<file path="config.mk">
export PLATFORM = sky130hd
export DESIGN_NAME = axis_uart_tx_pkt
export DESIGN_NICKNAME = d
export VERILOG_FILES = /design/src/rtl/axis_uart_tx_pkt.sv
export SDC_FILE = /design/constraint.sdc
export NUM_CORES = 1
export LEC_CHECK = 0
export CORE_MARGIN = 2
export CORE_UTILIZATION = 42
export DETAILED_ROUTE_END_ITERATION = 7
export SYNTH_ARGS = -nofsm -noshare
export SYNTH_HDL_FRONTEND = slang
export SYNTH_SLANG_ARGS = --single-unit
</file>
<file path="constraint.sdc">
create_clock -name clk -period 2.6 [get_ports clk]
set_clock_uncertainty 0.15 [all_clocks]
set_input_delay 0.52 -clock clk [delete_from_list [all_inputs] [get_ports clk]]
set_output_delay 0.52 -clock clk [all_outputs]
set_load 0.02 [all_outputs]
</file>
<file path="src/rtl/axis_uart_tx_pkt.sv">
// axis_uart_tx_pkt
//
// AXI-Stream to UART transmitter. Each accepted beat becomes one frame: a start bit,
// WORD_LEN data bits sent LSB first, an optional parity bit, and STOP_BITS stop bits.
// After a beat flagged tlast, the line is held idle for PACKET_GAP_BITS bit-times so that
// receivers can find packet boundaries.
//
// Optional feature: define UART_TX_PARITY_EN to send one parity bit between the data
// and stop bits. PARITY_ODD selects its sense. Without the macro, PARITY_ODD is ignored.
//
// Ports:
//   clk            in   clock
//   rst            in   asynchronous active-high reset; aborts any frame in progress
//   s_axis_tdata   in   data beat (WORD_LEN bits)
//   s_axis_tvalid  in   beat valid
//   s_axis_tlast   in   last beat of packet
//   s_axis_tready  out  high in IDLE; a beat is accepted on an edge with tvalid & tready
//   uart_tx        out  serial line, idle high, registered
//   busy           out  frame or inter-packet gap in progress
module axis_uart_tx_pkt #(
    parameter int unsigned CLK_RATE        = 100000000,
    parameter int unsigned BAUD            = 115200,
    parameter int unsigned WORD_LEN        = 8,
    parameter int unsigned STOP_BITS       = 1,
    parameter int unsigned PACKET_GAP_BITS = 0,
    parameter bit          PARITY_ODD      = 1'b0
) (
    input  logic                clk,
    input  logic                rst,
    input  logic [WORD_LEN-1:0] s_axis_tdata,
    input  logic                s_axis_tvalid,
    input  logic                s_axis_tlast,
    output logic                s_axis_tready,
    output logic                uart_tx,
    output logic                busy
);

    localparam int unsigned BaudDiv = CLK_RATE / BAUD;
    localparam int unsigned BaudW   = (BaudDiv > 1) ? $clog2(BaudDiv) : 1;
    localparam int unsigned MaxWs   = (WORD_LEN > STOP_BITS) ? WORD_LEN : STOP_BITS;
    localparam int unsigned CntMax  = (MaxWs > PACKET_GAP_BITS) ? MaxWs : PACKET_GAP_BITS;
    localparam int unsigned BitW    = $clog2(CntMax + 1);
    // Keeps the compare constant legal when the gap is disabled; GAP is then unreachable.
    localparam int unsigned GapLast = (PACKET_GAP_BITS > 0) ? PACKET_GAP_BITS - 1 : 0;

    typedef enum logic [2:0] {
        StIdle   = 3'd0,
        StStart  = 3'd1,
        StData   = 3'd2,
`ifdef UART_TX_PARITY_EN
        StParity = 3'd3,
`endif
        StStop   = 3'd4,
        StGap    = 3'd5
    } state_e;

    state_e              r_state_q, w_state_d;
    logic [BaudW-1:0]    r_baud_q, w_baud_d;
    logic [BitW-1:0]     r_bit_q, w_bit_d;
    logic [WORD_LEN-1:0] r_shift_q, w_shift_d;
    logic                r_last_q, w_last_d;
    logic                r_tx_q, w_tx_d;
    logic                w_bit_end;
`ifdef UART_TX_PARITY_EN
    logic                r_par_q, w_par_d;
`else
    logic                w_unused_parity_odd;
    assign w_unused_parity_odd = PARITY_ODD;
`endif

    assign w_bit_end = (r_baud_q == BaudW'(BaudDiv - 1));

    always_comb begin
        w_state_d = r_state_q;
        w_shift_d = r_shift_q;
        w_last_d  = r_last_q;
`ifdef UART_TX_PARITY_EN
        w_par_d   = r_par_q;
`endif
        case (r_state_q)
            StIdle: begin
                if (s_axis_tvalid) begin
                    w_state_d = StStart;
                    w_shift_d = s_axis_tdata;
                    w_last_d  = s_axis_tlast;
`ifdef UART_TX_PARITY_EN
                    // Parity is taken from the captured word; the shifter is consumed later.
                    w_par_d   = (^s_axis_tdata) ^ PARITY_ODD;
`endif
                end
            end
            StStart: begin
                if (w_bit_end) w_state_d = StData;
            end
            StData: begin
                if (w_bit_end) begin
                    w_shift_d = r_shift_q >> 1;
                    if (r_bit_q == BitW'(WORD_LEN - 1)) begin
`ifdef UART_TX_PARITY_EN
                        w_state_d = StParity;
`else
                        w_state_d = StStop;
`endif
                    end
                end
            end
`ifdef UART_TX_PARITY_EN
            StParity: begin
                if (w_bit_end) w_state_d = StStop;
            end
`endif
            StStop: begin
                if (w_bit_end && (r_bit_q == BitW'(STOP_BITS - 1))) begin
                    w_state_d = (r_last_q && (PACKET_GAP_BITS > 0)) ? StGap : StIdle;
                end
            end
            StGap: begin
                if (w_bit_end && (r_bit_q == BitW'(GapLast))) w_state_d = StIdle;
            end
            default: w_state_d = StIdle;
        endcase
    end

    // Both counters restart on every state change so each state begins on a bit boundary.
    always_comb begin
        w_baud_d = r_baud_q;
        w_bit_d  = r_bit_q;
        if (w_state_d != r_state_q) begin
            w_baud_d = '0;
            w_bit_d  = '0;
        end else if (r_state_q != StIdle) begin
            if (w_bit_end) begin
                w_baud_d = '0;
                w_bit_d  = r_bit_q + BitW'(1);
            end else begin
                w_baud_d = r_baud_q + BaudW'(1);
            end
        end
    end

    // Line level is decoded from the next state so it changes on the same edge as the state.
    always_comb begin
        w_tx_d = 1'b1;
        case (w_state_d)
            StStart:  w_tx_d = 1'b0;
            StData:   w_tx_d = w_shift_d[0];
`ifdef UART_TX_PARITY_EN
            StParity: w_tx_d = w_par_d;
`endif
            default:  w_tx_d = 1'b1;
        endcase
    end

    always_ff @(posedge clk or posedge rst) begin
        if (rst) begin
            r_state_q <= StIdle;
            r_baud_q  <= '0;
            r_bit_q   <= '0;
            r_shift_q <= '0;
            r_last_q  <= 1'b0;
            r_tx_q    <= 1'b1;
`ifdef UART_TX_PARITY_EN
            r_par_q   <= 1'b0;
`endif
        end else begin
            r_state_q <= w_state_d;
            r_baud_q  <= w_baud_d;
            r_bit_q   <= w_bit_d;
            r_shift_q <= w_shift_d;
            r_last_q  <= w_last_d;
            r_tx_q    <= w_tx_d;
`ifdef UART_TX_PARITY_EN
            r_par_q   <= w_par_d;
`endif
        end
    end

    assign s_axis_tready = (r_state_q == StIdle);
    assign busy          = (r_state_q != StIdle);
    assign uart_tx       = r_tx_q;

endmodule

</file>
### Yosys cells after proc, flatten, opt, wreduce, memory -nomap -nowiden

Index checks and enable logic that the tools add are counted.

| storage, ports and cells | value |
|---|---|
| bits in registers | 26 |

| cells by class | value |
|---|---|
| multiplexer cells | 16 |
| reduce and logical (&&, ||, !) cells | 10 |
| add/sub/neg operators | 2 |
| eq/ne operators | 11 |

Operators with widths:

| cell | count |
|---|---|
| 10-bit two-way mux | 3 |
| 8-bit two-way mux | 2 |
| 8-bit case mux with 2 select lines | 1 |
| 3-bit two-way mux | 5 |
| 4-bit two-way mux | 3 |
| 3-bit case mux with 4 select lines | 1 |
| 10-bit by 1-bit adder with 10-bit output (second input constant) | 1 |
| 10-bit equality test (second input constant) | 1 |
| 3-bit by 1-bit equality test with 1-bit output (second input constant) | 2 |
| 3-bit by 2-bit equality test with 1-bit output (second input constant) | 2 |
| 3-bit equality test (second input constant) | 2 |
| 2-bit nonzero test | 3 |
| 4-bit by 1-bit adder with 4-bit output (second input constant) | 1 |
| 4-bit by 3-bit equality test with 1-bit output (second input constant) | 1 |
| 4-bit zero test | 1 |
| 2-bit != test (second input constant) | 2 |
| 3-bit zero test | 1 |
| 3-bit != test | 1 |
| 3-bit AND reduction | 1 |
| 3-bit nonzero test | 1 |
| 1-bit case mux with 2 select lines | 1 |
| 2-bit AND reduction | 1 |
| 2-bit OR reduction | 1 |
| 1-bit logical AND | 1 |

### Logic depth before layout (Yosys ltp)

| logic depth | value |
|---|---|
| depth in word-level cells | 7 |
| mapped depth | 8 |
| mapped depth without buffers | 7 |

### Least setup slack after synthesis

No wires, ideal clock.

| timing | value |
|---|---|
| kind | flip-flop to flip-flop |
| start | register r_baud_q[0] |
| end | register r_tx_q (netlist: uart_tx) |
| clock period less this slack | 2325 ps |
| setup time | 70 ps |
| cell stages (with the launch flop) | 8 |
| arrival time | 2105 ps |
| path slack | 275 ps |
| buffers on the path | 1 |
| cell sequence | dfrtp_1 > ha_1 > or4b_1 > buf_2 > or4_4 > a32o_2 > o311a_1 > o21bai_2 |

| between the ends | value |
|---|---|
| cells in the longest elaborated chain, start to end | 6 |
| elaborated cells between the ends (all ways) | 11 |
| those cells by class | 3 x eq/ne; 7 x mux; 1 x reduce/logical |

RTL lines:

| element | line | source |
|---|---|---|
| start: declaration | 58 | `logic [BaudW-1:0] r_baud_q, w_baud_d;` |
| start signal: assignment | 167 | `r_baud_q <= w_baud_d;` |
| 10-bit equality test * | 71 | `assign w_bit_end = (r_baud_q == BaudW'(BaudDiv - 1));` |
| 1-bit logical AND | 113, 118 |  |
| 3-bit two-way mux | 113, 118 |  |
| 3-bit case mux with 4 select lines * | 80 | `case (r_state_q)` |
| net w_state_d[1] | 57 | `state_e r_state_q, w_state_d;` |
| 3-bit by 2-bit equality test with 1-bit output or 3-bit by 1-bit equality test with 1-bit output (tied branches) | 144 | `case (w_state_d)` |
| 1-bit case mux with 2 select lines * | 144 |  |
| net w_tx_d | 62 | `logic r_tx_q, w_tx_d;` |
| end signal: assignment | 171 | `r_tx_q <= w_tx_d;` |
| end: declaration | 62 |  |

Mark *: on every way through the listed nets, which the timed path passes. The rest lies on a longest branch. The select of a mux whose other input is x is not followed.
A chain may end at the register's enable or synchronous reset.

### Final worst setup path

| timing | value |
|---|---|
| start | register r_state_q[2] |
| end | output port busy |

| between the ends | value |
|---|---|
| cells in the longest elaborated chain, start to end | 1 |

RTL lines:

| element | line | source |
|---|---|---|
| start: declaration | 57 |  |
| start signal: assignment | 156 | `r_state_q <= StIdle;` |
| start signal: assignment | 166 | `r_state_q <= w_state_d;` |
| 3-bit nonzero test | 179 | `assign busy = (r_state_q != StIdle);` |
| end: declaration | 35 | `output logic busy` |

No other way between the ends.

==> impl_metrics.toml <==
[sta]
min_period_ns = 2.44
rsz0062_at_grt = "no"
slew_headroom = 0.617
setup_viol = 0
fin_setup_tns_ns = 0
period_share = 0.938
slew_violations = 0
worstMarginPinSlew_ns = 0.573
hold_violations = 0
hold_slack_ns = 0.350
fmax_mhz = 410

[finish]
design_area_mm2 = 0.00176
area_growth_pct = 21.0
utilization = 0.528
drive_gt1_frac = 0.156
nets = 195
fill_cells = 330
antenna_cells = 0

[outcome]
outcome = "finished, final reports clean"

[floorplanning]
die_w_um = 62.9
io_pins = 15
initial_utilization = 0.436
dieArea_mm2 = 0.00395
rows = 21
core-area_mm2 = 0.00334
die_h_um = 62.9

[power_and_ir_drop]
powerDensity_mw_per_mm2 = 376
power_mw = 0.662
ir_drop_uv = 194
p_leak_nw = 0.822

[worst_setup_path]
cp.required_ns = 1.93
worstPathArrival_ns = 1.77
critPathMaxFanout = 5
r2r_slack_ns = 0.18
worstReg2RegStart = "r_baud_q[0]"
crit_path_start_kind = "flop"
critical_path_class = "reg2out"
r2r-end = "uart_tx"
end_kind = "output pin"
ff2ff_path_depth = 6

[grt]
grt_usage = 0.174
gr-total-overflow = 0
grt_pass1_wl_mm = 5.51
grt_antenna_before_repair = 0
grt_pass1_vias = 1253
grt_max_degree = 27

[routing]
finalWirelength_mm = 3.20
vias = 1264
drc = 0
vias_per_cell = 5.62
wire_per_inst_um = 14.2
drt_iter0_drc = 49
firstDrtPassIters = 4
antenna_left = 0

[yosys]
synth_common_cells = "dfrtp_1, nand2_1, nor2_1"
async_reset_ff_frac = 1.00
yosysWarnings = 0
synth_top_cell_area_share = 0.430
synthesis.nets = 173
netlist_instances = 158
ys_seq_elements = 26
syn_area_mm2 = 0.00146
synth-edff-count = 0
ys.flop_type = "dfrtp_1"
synth-seq-area-share = 0.448
yosys.area.top_type = "dfrtp_1"
ys_types = 47
synth_area_leaders = "dfrtp_1, nand2_1, a22oi_1"
avgSynthCellArea_um2 = 9.22

[placed_design]
gp_congestion = 0.829
portBuffers = 13
place_area_mm2 = 0.00170
dpl.hpwl_mm = 2.43

[clocking]
cts.sinks = 26
cts_tree = "built"
h-tree-depth = 1
clockBufferDepth = 2
clk_pin_slew_ns = 0.14
hold_buffers = 0
numCtsBuffers = 3
root_buffer = "clkbuf_4"
clk_latency_ns = 0.32

[run]
drv_cap = 0

[worst_hold_path]
hold_path.class = "reg2reg"
holdCritStartpoint = "r_shift_q[1]"
hold_path_depth = 2
hold_path_end = "r_shift_q[1]"
-- routing by layer --
layer | share of wire | up-vias | GRT usage
met5 | 0 | - | 0
met4 | 0.0097 | 0 | 0.0500
met3 | 0.027 | 4 | 0.0270
met2 | 0.53 | 24 | 0.324
met1 | 0.44 | 628 | 0.203
li1 | - | 608 | -
-- through the flow --
stage,worst slack [ns],instances
after global routing,0.0203,225
after global placement,0.204,220
after CTS,0.0216,224
after floorplan,0.275,158
after detailed placement,0.160,220
final,0.162,225
-- timing repair --
item,in CTS,in global routing
setup endpoints to repair,0,14
resized for setup,0,5
buffers inserted,0,1
-- power breakdown --
part | total, mW | leakage (nW) | internal (mW) | switching [mW]
sequential | 0.416 | 0.328 | 0.412 | 0.00486
clock | 0.209 | 0.0210 | 0.0857 | 0.124
combinational | 0.0357 | 0.473 | 0.0200 | 0.0157
total | 0.662 | 0.822 | 0.517 | 0.144
-- flip-flops by register name, indices dropped and copies added (netlist names) --
name,count
r_shift_q,8
r_baud_q,10
r_bit_q,4
r_state_q,3
uart_tx,1
-- worst max-delay path by stage --
stage	startpoint	endpoint	slack [ns]	cells after the start
detailed placement	r_baud_q[0]	r_shift_q[6]	0.16	7
floorplan	r_baud_q[0]	uart_tx	0.28	7
CTS	r_state_q[2]	s_axis_tready	0.02	3
finish	r_state_q[2]	busy	0.16	2
global placement	r_baud_q[0]	r_bit_q[3]	0.20	6
global route	r_baud_q[0]	uart_tx	0.02	6
-- cell usage in the layout (no fill, tap or decap), types with 4 or more instances in the layout --
cell / n
nand2_1: 25
dfrtp_1: 25
nor2_1: 12
clkdlybuf4s50_1: 12
buf_4: 12
o21ai_0: 10
a22oi_1: 7
inv_1: 6
nand3b_1: 5
a31oi_1: 4
nand3_1: 4
-- cells by family (layout without fill, tap and decap cells) --
kind of cell / after synthesis / after routing / share of synthesized area
multiplexers: 2 / 2 / 0.0137
AND/OR/NAND/NOR: 72 / 72 / 0.269
buffers and inverters: 14 / 35 / 0.0395
AO/OA/AOI/OAI: 36 / 36 / 0.174
flip-flops: 26 / 26 / 0.448
adder cells (fa/ha/maj): 3 / 3 / 0.0258
XOR/XNOR: 5 / 5 / 0.0301
-- final cells by class --
| cell class | instances | area (µm²) | share of cell area |
|---|---|---|---|
| clock buffers | 4 | 36.3 | 0.0206 |
| inverters | 6 | 22.5 | 0.0128 |
| multi-input cells | 118 | 771 | 0.437 |
| flip-flops and latches | 26 | 652 | 0.370 |
| well taps | 46 | 57.6 | 0.0327 |
| repair buffers | 25 | 223 | 0.126 |
-- worst max-delay path: stages (launching register included) --
cell and delay, ns:
dfrtp_1 0.40, or3_1 0.47, clkdlybuf4s50_1 0.57
No activity file was read; power rests on OpenSTA's default activity.
